$ cat config.mk
export PLATFORM = sky130hd
export DESIGN_NAME = mul_div_unit_flat
export DESIGN_NICKNAME = d
export VERILOG_FILES = /design/src/rtl/mul_div_if.sv /design/src/rtl/mul_div_unit.sv /design/src/flat_wrapper.sv
export SDC_FILE = /design/constraint.sdc
export NUM_CORES = 1
export LEC_CHECK = 0
export CAP_MARGIN = 25
export CORE_ASPECT_RATIO = 0.75
export CORE_MARGIN = 1
export CORE_UTILIZATION = 35
export CTS_CLUSTER_SIZE = 40
export DETAILED_ROUTE_END_ITERATION = 10
export PLACE_DENSITY_LB_ADDON = 0.1
export REMOVE_ABC_BUFFERS = 1
export SYNTH_ARGS = -nofsm -noshare
export SYNTH_HDL_FRONTEND = slang
export SYNTH_SLANG_ARGS = --single-unit
$ cat constraint.sdc
create_clock -name clk -period 4.7 [get_ports clk]
set_clock_uncertainty 0.05 [all_clocks]
set_input_delay 0.705 -clock clk [delete_from_list [all_inputs] [get_ports clk]]
set_output_delay 0.705 -clock clk [all_outputs]
set_load 0.02 [all_outputs]
$ cat src/rtl/mul_div_if.sv
// Issue/result bundle between decode/controller and the iterative multiply/divide unit.
// The controller drives start/op/a/b and reads busy, done, div_zero, hi and lo.
interface mul_div_if #(parameter int WIDTH = 32);
    logic             start;
    logic [2:0]       op;
    logic [WIDTH-1:0] a;
    logic [WIDTH-1:0] b;
    logic             busy;
    logic             done;
    logic             div_zero;
    logic [WIDTH-1:0] hi;
    logic [WIDTH-1:0] lo;

    modport master (output start, op, a, b, input busy, done, div_zero, hi, lo);
    modport slave  (input start, op, a, b, output busy, done, div_zero, hi, lo);
endinterface

$ cat src/rtl/mul_div_unit.sv
// Radix-2 iterative MULT/MULTU/DIV/DIVU unit that owns HI/LO and also services MTHI/MTLO.
// Operands are reduced to magnitudes on issue; signs are reapplied in the single FIX cycle.
module mul_div_unit #(
    parameter int WIDTH = 32
) (
    input  logic     clk,
    input  logic     reset,
    mul_div_if.slave bus
);
    localparam int CW = $clog2(WIDTH + 1);

    typedef enum logic [1:0] {IDLE, RUN, FIX} state_t;

    state_t             state, state_nxt;
    logic [CW-1:0]      cnt;
    logic [WIDTH-1:0]   opd_b;      // multiplicand or divisor magnitude
    logic [WIDTH-1:0]   acc;        // product high half / partial remainder
    logic [WIDTH-1:0]   q;          // multiplier bits / dividend bits, becoming product low / quotient
    logic               is_div, neg_q, neg_r, dz;
    logic [WIDTH-1:0]   hi_q, lo_q;
    logic               done_q, dz_q;

    logic               accept, go, op_valid, signed_op, sa, sb;
    logic [WIDTH-1:0]   abs_a, abs_b;
    logic [WIDTH:0]     add_sum, sub_shift, sub_diff;
    logic [2*WIDTH-1:0] prod;
    logic [WIDTH-1:0]   res_hi, res_lo;

    // State register
    always_ff @(posedge clk) begin
        if (reset) state <= IDLE;
        else       state <= state_nxt;
    end

    // Next-state logic
    always_comb begin
        state_nxt = state;
        case (state)
            IDLE:    if (go) state_nxt = RUN;
            RUN:     if (cnt == CW'(1)) state_nxt = FIX;
            FIX:     state_nxt = IDLE;
            default: state_nxt = IDLE;
        endcase
    end

    // FSM outputs and issue decode
    always_comb begin
        bus.busy = (state != IDLE);
        accept   = bus.start && (state == IDLE);
        op_valid = (bus.op <= 3'b101);
        go       = accept && !bus.op[2];
    end

    // Operand conditioning: op[0]=0 selects the signed variants
    always_comb begin
        signed_op = !bus.op[0];
        sa        = signed_op && bus.a[WIDTH-1];
        sb        = signed_op && bus.b[WIDTH-1];
        abs_a     = sa ? -bus.a : bus.a;
        abs_b     = sb ? -bus.b : bus.b;
    end

    // One iteration step; the add/sub is WIDTH+1 wide so carry/borrow is kept
    always_comb begin
        add_sum   = {1'b0, acc} + (q[0] ? {1'b0, opd_b} : '0);
        sub_shift = {acc, q[WIDTH-1]};
        sub_diff  = sub_shift - {1'b0, opd_b};
        prod      = neg_q ? -{acc, q} : {acc, q};
        if (is_div) begin
            res_hi = neg_r ? -acc : acc;
            res_lo = dz ? '1 : (neg_q ? -q : q);
        end else begin
            res_hi = prod[2*WIDTH-1:WIDTH];
            res_lo = prod[WIDTH-1:0];
        end
    end

    always_ff @(posedge clk) begin
        if (reset) begin
            cnt    <= '0;
            opd_b  <= '0;
            acc    <= '0;
            q      <= '0;
            is_div <= 1'b0;
            neg_q  <= 1'b0;
            neg_r  <= 1'b0;
            dz     <= 1'b0;
            hi_q   <= '0;
            lo_q   <= '0;
            done_q <= 1'b0;
            dz_q   <= 1'b0;
        end else begin
            done_q <= 1'b0;
            if (accept && op_valid) dz_q <= 1'b0;
            if (accept && bus.op == 3'b100) hi_q <= bus.a;
            if (accept && bus.op == 3'b101) lo_q <= bus.a;
            if (go) begin
                is_div <= bus.op[1];
                neg_q  <= sa ^ sb;
                neg_r  <= sa;
                dz     <= bus.op[1] && (bus.b == '0);
                opd_b  <= abs_b;
                acc    <= '0;
                q      <= abs_a;
                cnt    <= CW'(WIDTH);
            end
            case (state)
                RUN: begin
                    cnt <= cnt - CW'(1);
                    if (is_div) begin
                        // Restoring: keep the difference only when it did not borrow
                        if (!sub_diff[WIDTH]) begin
                            acc <= sub_diff[WIDTH-1:0];
                            q   <= {q[WIDTH-2:0], 1'b1};
                        end else begin
                            acc <= sub_shift[WIDTH-1:0];
                            q   <= {q[WIDTH-2:0], 1'b0};
                        end
                    end else begin
                        acc <= add_sum[WIDTH:1];
                        q   <= {add_sum[0], q[WIDTH-1:1]};
                    end
                end
                FIX: begin
                    hi_q   <= res_hi;
                    lo_q   <= res_lo;
                    done_q <= 1'b1;
                    dz_q   <= dz;
                end
                default: ;
            endcase
        end
    end

    assign bus.hi       = hi_q;
    assign bus.lo       = lo_q;
    assign bus.done     = done_q;
    assign bus.div_zero = dz_q;
endmodule
$ cat src/flat_wrapper.sv
// flat-port wrapper written by rule: the top's interface ports become plain ports
module mul_div_unit_flat 
#(
    parameter int WIDTH = 32
)
  (clk, reset, bus_start, bus_op, bus_a, bus_b, bus_busy, bus_done, bus_div_zero, bus_hi, bus_lo);
  mul_div_if #(.WIDTH(WIDTH)) bus_i ();
  input  logic clk;
  input  logic reset;
  input wire logic [$bits(bus_i.start)-1:0] bus_start;
  input wire logic [$bits(bus_i.op)-1:0] bus_op;
  input wire logic [$bits(bus_i.a)-1:0] bus_a;
  input wire logic [$bits(bus_i.b)-1:0] bus_b;
  output wire logic [$bits(bus_i.busy)-1:0] bus_busy;
  output wire logic [$bits(bus_i.done)-1:0] bus_done;
  output wire logic [$bits(bus_i.div_zero)-1:0] bus_div_zero;
  output wire logic [$bits(bus_i.hi)-1:0] bus_hi;
  output wire logic [$bits(bus_i.lo)-1:0] bus_lo;
  assign bus_i.start = bus_start;
  assign bus_i.op = bus_op;
  assign bus_i.a = bus_a;
  assign bus_i.b = bus_b;
  assign bus_busy = bus_i.busy;
  assign bus_done = bus_i.done;
  assign bus_div_zero = bus_i.div_zero;
  assign bus_hi = bus_i.hi;
  assign bus_lo = bus_i.lo;
  mul_div_unit #(.WIDTH(WIDTH)) u_core (.clk(clk), .reset(reset), .bus(bus_i));
endmodule
; After elaboration in Yosys (flattened, before gate mapping)
; Index checks and enable logic that the tools add are counted.
[classes]
add_sub_neg = 8
n_lt_le_gt_ge = 1
n_eq_ne = 7
muxes = 29
n_bitwise = 1
reduce_logical = 18
[ops]
columns = cell, count
row1 = 2-to-1 mux 32 bit, 19
row2 = negation 32 bit, 4
row3 = 2-to-1 mux 64 bit, 1
row4 = negation 64 bit, 1
row5 = adder 32 x 33 -> 33 bit, 1
row6 = subtractor 33 x 32 -> 33 bit, 1
row7 = zero test 32 bit, 1
row8 = 2-to-1 mux 6 bit, 2
row9 = nonzero test 2 bit, 5
row10 = logical AND 1 bit, 8
row11 = == test 3 bit (second input constant), 2
row12 = == test 6 x 1 -> 1 bit (second input constant), 1
row13 = subtractor 6 x 1 -> 6 bit (second input constant), 1
row14 = 2-to-1 mux 1 bit, 4
row15 = 2-to-1 mux 2 bit, 2
row16 = != test 2 x 1 -> 1 bit (second input constant), 2
row17 = one-hot mux 2 bit (2 select lines), 1
row18 = <= comparator 3 bit (second input constant), 1
row19 = == test 2 x 1 -> 1 bit (second input constant), 1
row20 = == test 2 bit (second input constant), 1
row21 = zero test 1 bit, 2
row22 = zero test 2 bit, 1
row23 = AND reduction 2 bit, 1
row24 = bitwise XOR 1 bit, 1
[totals]
regBits = 174
input_bits = 70
output_inout_bits = 67
elab_cells = 77

; Logic depth before layout (Yosys ltp)
[depth]
ltp_word = 5
depth_mapped = 15
mapped_depth_nobuf = 13

; Worst setup path before layout
; OpenSTA, ideal clock, no wires.
[synth_path]
path_type = register to register
start = reg u_core.q[31]
end = reg u_core.acc[6]
setup_time_ns = 0.091
arrival_ns = 3.149
required_time_ns = 4.559
setup_slack_ns = 1.410
stages_incl_launch_ff = 14
path_buffers = 1
synth_period_minus_slack_ns = 3.290
path_cell_list = dfxtp_1 -> inv_1 -> ha_1 -> fa_1 -> nand2b_1 -> a21oi_1 -> o21a_1 -> a21oi_1 -> o221ai_1 -> or3_1 -> clkbuf_1 -> nand2_1 -> or4b_2 -> a311oi_1
[synth_between]
elab_chain_len = 4
[synth_lines]
columns = element, line_no
row1 = start: declaration, mul_div_unit.sv:18  ; logic [WIDTH-1:0] q;
row2 = start signal: assignment, mul_div_unit.sv:104  ; q <= abs_a;
row3 = start signal: assignment, mul_div_unit.sv:114  ; q <= {q[WIDTH-2:0], 1'b1};
row4 = start signal: assignment, mul_div_unit.sv:117  ; q <= {q[WIDTH-2:0], 1'b0};
row5 = subtractor 33 x 32 -> 33 bit, mul_div_unit.sv:67  ; sub_diff = sub_shift - {1'b0, opd_b};
row6 = 2-to-1 mux 32 bit, mul_div_unit.sv:112  ; if (!sub_diff[WIDTH]) begin
row7 = 2-to-1 mux 32 bit, mul_div_unit.sv:110  ; if (is_div) begin
row8 = 2-to-1 mux 32 bit, mul_div_unit.sv:107  ; case (state)
row9 = end signal: assignment, mul_div_unit.sv:113  ; acc <= sub_diff[WIDTH-1:0];
row10 = end signal: assignment, mul_div_unit.sv:116  ; acc <= sub_shift[WIDTH-1:0];
row11 = end signal: assignment, mul_div_unit.sv:120  ; acc <= add_sum[WIDTH:1];
row12 = end: declaration, mul_div_unit.sv:17  ; logic [WIDTH-1:0] acc;
; Every way passes these cells.
; A chain may end at the register's enable or synchronous reset.

; Worst setup path after layout
[layout_path]
start = reg u_core.q[11]
end = reg u_core.hi_q[25], in the netlist u_core.bus.hi[25]
[layout_between]
elab_chain_len = 4
[layout_lines]
columns = element, line_no
row1 = negation 64 bit, mul_div_unit.sv:68  ; prod = neg_q ? -{acc, q} : {acc, q};
row2 = 2-to-1 mux 64 bit, mul_div_unit.sv:68
row3 = 2-to-1 mux 32 bit, mul_div_unit.sv:69  ; if (is_div) begin
row4 = 2-to-1 mux 32 bit, mul_div_unit.sv:107
row5 = end signal: assignment, mul_div_unit.sv:95  ; if (accept && bus.op == 3'b100) hi_q <= bus.a;
row6 = end signal: assignment, mul_div_unit.sv:125  ; hi_q <= res_hi;
row7 = end: declaration, mul_div_unit.sv:20  ; logic [WIDTH-1:0] hi_q, lo_q;
; Every way passes these cells.

==> results_dict.tcl <==
set metrics [dict create \
    status "finished, violations left" \
    violations "design-rule violations" \
    insertion_delay_ps 450 \
    area_delta_synth_final_pct 17.4 \
    grt_overflow 0 \
    cts-root-buf "clkbuf_16" \
    critPathKind "reg2reg" \
    syn_avg_cell_area_um2 7.69 \
    finalSetupTns_ps 0 \
    io_pins 137 \
    ir_worst_vdd_mv 0.268 \
    core_area_um2 39700 \
    r2r_setup_slack_ps 870 \
    cts_setup_buffers 0 \
    cts_resized 0 \
    initial_utilization_pct 35.6 \
    r2r_end "u_core.bus.hi[25]$_SDFFE_PP0P_" \
    drc 7 \
    fill_cells 4126 \
    synth_cell_types 78 \
    use_met1_pct 37.7 \
    max_freq_mhz 261 \
    grt_max_degree 142 \
    holdPathStages 2 \
    synth-main-ff-cell "dfxtp_1" \
    grt_most_used_layer "met1" \
    rr_worst_depth 9 \
    ys_seq_area_share_pct 24.6 \
    slowest_stage "or4_1" \
    grt_pass1_vias 13112 \
    power_density_nw_per_um2 261 \
    rsz0062_at_grt "no" \
    gp_congestion 0.907 \
    path_clk_slew_ps 80 \
    hold_viol 0 \
    hpwl_um 37900 \
    cp-startpoint "u_core.q[11]$_SDFFE_PP0P_" \
    end_kind "flip-flop" \
    layout_setup_ws_ps 870 \
    die_y_um 176 \
    cts-buffers-inserted 17 \
    timing.hold.ws_ps 410 \
    drive_gt1_share_pct 5.63 \
    async_flop_share_pct 0 \
    worst-slew-pin-transition_ps 997 \
    yosysWarningCount 0 \
    met3_usage_pct 3.59 \
    drtIter0Drc 1261 \
    cp_cell_sequence "or4_1 -> nor4b_2 -> nand3b_1 -> o31ai_4 -> nand4_4 -> a2111oi_4 -> nor2_2 -> xnor2_1 -> a211oi_1" \
    dp_slack_ps 564 \
    synth_area_um2 14200 \
    nets 2049 \
    drv_slew 0 \
    critPathCapture "u_core.bus.hi[25]$_SDFFE_PP0P_" \
    die_area_um2 41300 \
    dr.pass1.iters 8 \
    port_buffers 136 \
    wl_per_cell_um 21.1 \
    drtAntennaViolNets 0 \
    clock-sinks 174 \
    ctsHoldBuffers 0 \
    ys_ff_latch 174 \
    slew-limit-headroom_pct 33.6 \
    cts_tree "done" \
    critPathRequiredTime_ps 4960 \
    die_w_um 234 \
    min_path_type "reg2reg" \
    grt_pass1_wl_um 78200 \
    antenna_found_initial 0 \
    critPathLaunchType "flip-flop" \
    crit_path_max_fanout 8 \
    synth_edf_count 0 \
    rr_startpoint "u_core.q[11]$_SDFFE_PP0P_" \
    final.period_utilization_pct 81.5 \
    htreeDepth 4 \
    grt_util_met2_pct 35.1 \
    maxCapViolCount 0 \
    netlist_instances 1840 \
    setup_viol 0 \
    final.min_clock_period_ps 3830 \
    crit_arrival_ps 4090 \
    num_vias 14325 \
    slowest_delay_ps 650 \
    clockBufferDepth 2 \
    routed_wl_um 51500 \
    grtUsageTotal_pct 24.4 \
    n_antenna_cell 0 \
    avgViaCountPerCell 5.87 \
    p_leak_nw 6.63 \
    rows 63 \
]
==> worst max-delay path: cells and delay by family, from the launching register on <==
kind	cells	cell delay (ps)
XOR/XNOR	1	240
AND/OR/NAND/NOR	5	1930
flip-flops	1	410
AO/OA/AOI/OAI	3	1050
==> power by group <==
group / total (mW) / switching (mW) / internal, mW
Sequential: 1.65 / 0.0988 / 1.55
Clock: 1.46 / 0.716 / 0.741
Combinational: 1.23 / 0.735 / 0.498
==> area by class of cell <==
cell class / instances / area (um2) / share of cell area (%)
Sequential cell: 174 / 3480 / 21.0
Multi-Input combinational cell: 1466 / 9940 / 59.8
Inverter: 67 / 251 / 1.51
Timing Repair Buffer: 181 / 1730 / 10.4
Tap cell: 520 / 651 / 3.91
Clock buffer: 18 / 429 / 2.58
Clock inverter: 14 / 131 / 0.790
==> placed cells by master (no fill, tap or decap), drive strengths merged, types with 11 or more instances in the layout <==
master         netlist  final
clkdlybuf4s50        0    135
nor2               214    214
nand2b              22     22
nand2              117    117
and3                13     13
a21o                19     19
inv                 67     73
ha                  70     70
a31oi               20     20
nor4                21     21
a22oi               13     13
nand4               11     11
xor2                85     85
buf                 19     45
or3                 23     23
xnor2               68     68
o21ai              102    102
mux2i              113    113
clkbuf             114     19
a211oi             109    109
a221oi              30     30
a21oi              136    136
a311oi              15     15
or4                 13     13
o31ai               21     21
o41ai               16     16
nor3                48     48
dfxtp              174    174
nand3               30     30
==> logic make-up after synthesis <==
logic type      count (synthesis)  synth area share [%]
compound gates                565                  26.8
flops                         174                  24.6
mux                           118                  8.39
fa+ha+maj                      72                  6.47
xor+xnor                      153                  9.47
buf+inv                       200                  5.42
simple gates                  558                  18.8
==> metal layers <==
| layer | up-vias | share of wire, % |
|---|---|---|
| met4 | 0 | 1.1 |
| met5 | - | 0 |
| met2 | 439 | 41 |
| li1 | 6926 | - |
| met1 | 6927 | 52 |
| met3 | 33 | 5.6 |
==> registers in the layout, summed over array words and instances, names as in the netlist <==
name / cells
u_core.acc: 32
u_core.bus.div_zero: 1
u_core.bus.done: 1
u_core.bus.hi: 32
u_core.bus.lo: 32
u_core.cnt: 6
u_core.dz: 1
u_core.is_div: 1
u_core.neg_q: 1
u_core.neg_r: 1
u_core.opd_b: 32
u_core.q: 32
u_core.state: 2
==> cells in the mapped netlist (30+ instances only) <==
cell type,instances,area share (%)
ha_1,70,6.2
o21ai_0,99,3.5
xor2_1,85,5.3
a221oi_1,30,1.9
dfxtp_1,174,25
nand3_1,30,1.1
clkbuf_1,114,3.0
a211oi_1,109,5.8
nor3_1,48,1.7
mux2i_1,113,8.0
nand2_1,117,3.1
nor2_1,213,5.6
inv_1,67,1.8
a21oi_1,136,4.8
xnor2_1,68,4.2
==> how the worst min path moves through the flow <==
stage / end / startpoint
after detailed placement: u_core.opd_b[23]$_SDFFE_PP0P_ / u_core.opd_b[23]$_SDFFE_PP0P_
after CTS: u_core.opd_b[23]$_SDFFE_PP0P_ / u_core.opd_b[23]$_SDFFE_PP0P_
final: u_core.opd_b[23]$_SDFFE_PP0P_ / u_core.opd_b[23]$_SDFFE_PP0P_
after global placement: u_core.opd_b[23]$_SDFFE_PP0P_ / u_core.opd_b[23]$_SDFFE_PP0P_
after floorplan: u_core.opd_b[20]$_SDFFE_PP0P_ / u_core.opd_b[20]$_SDFFE_PP0P_
after global routing: u_core.opd_b[31]$_SDFFE_PP0P_ / u_core.opd_b[31]$_SDFFE_PP0P_
==> metrics by stage <==
step           cells  power [mW]  area, um2  utilization [%]
3_5_place_dp    2406        2.89      16000             40.3
3_3_place_gp    2406        2.88      16000             40.3
4_1_cts         2438        4.35      16600             41.7
5_1_grt         2440        4.53      16600             41.8
2_1_floorplan   1707        2.44      13600                -
6_report        2440        4.34      16600             41.8
Note: power is estimated with default switching activity, not from simulation.
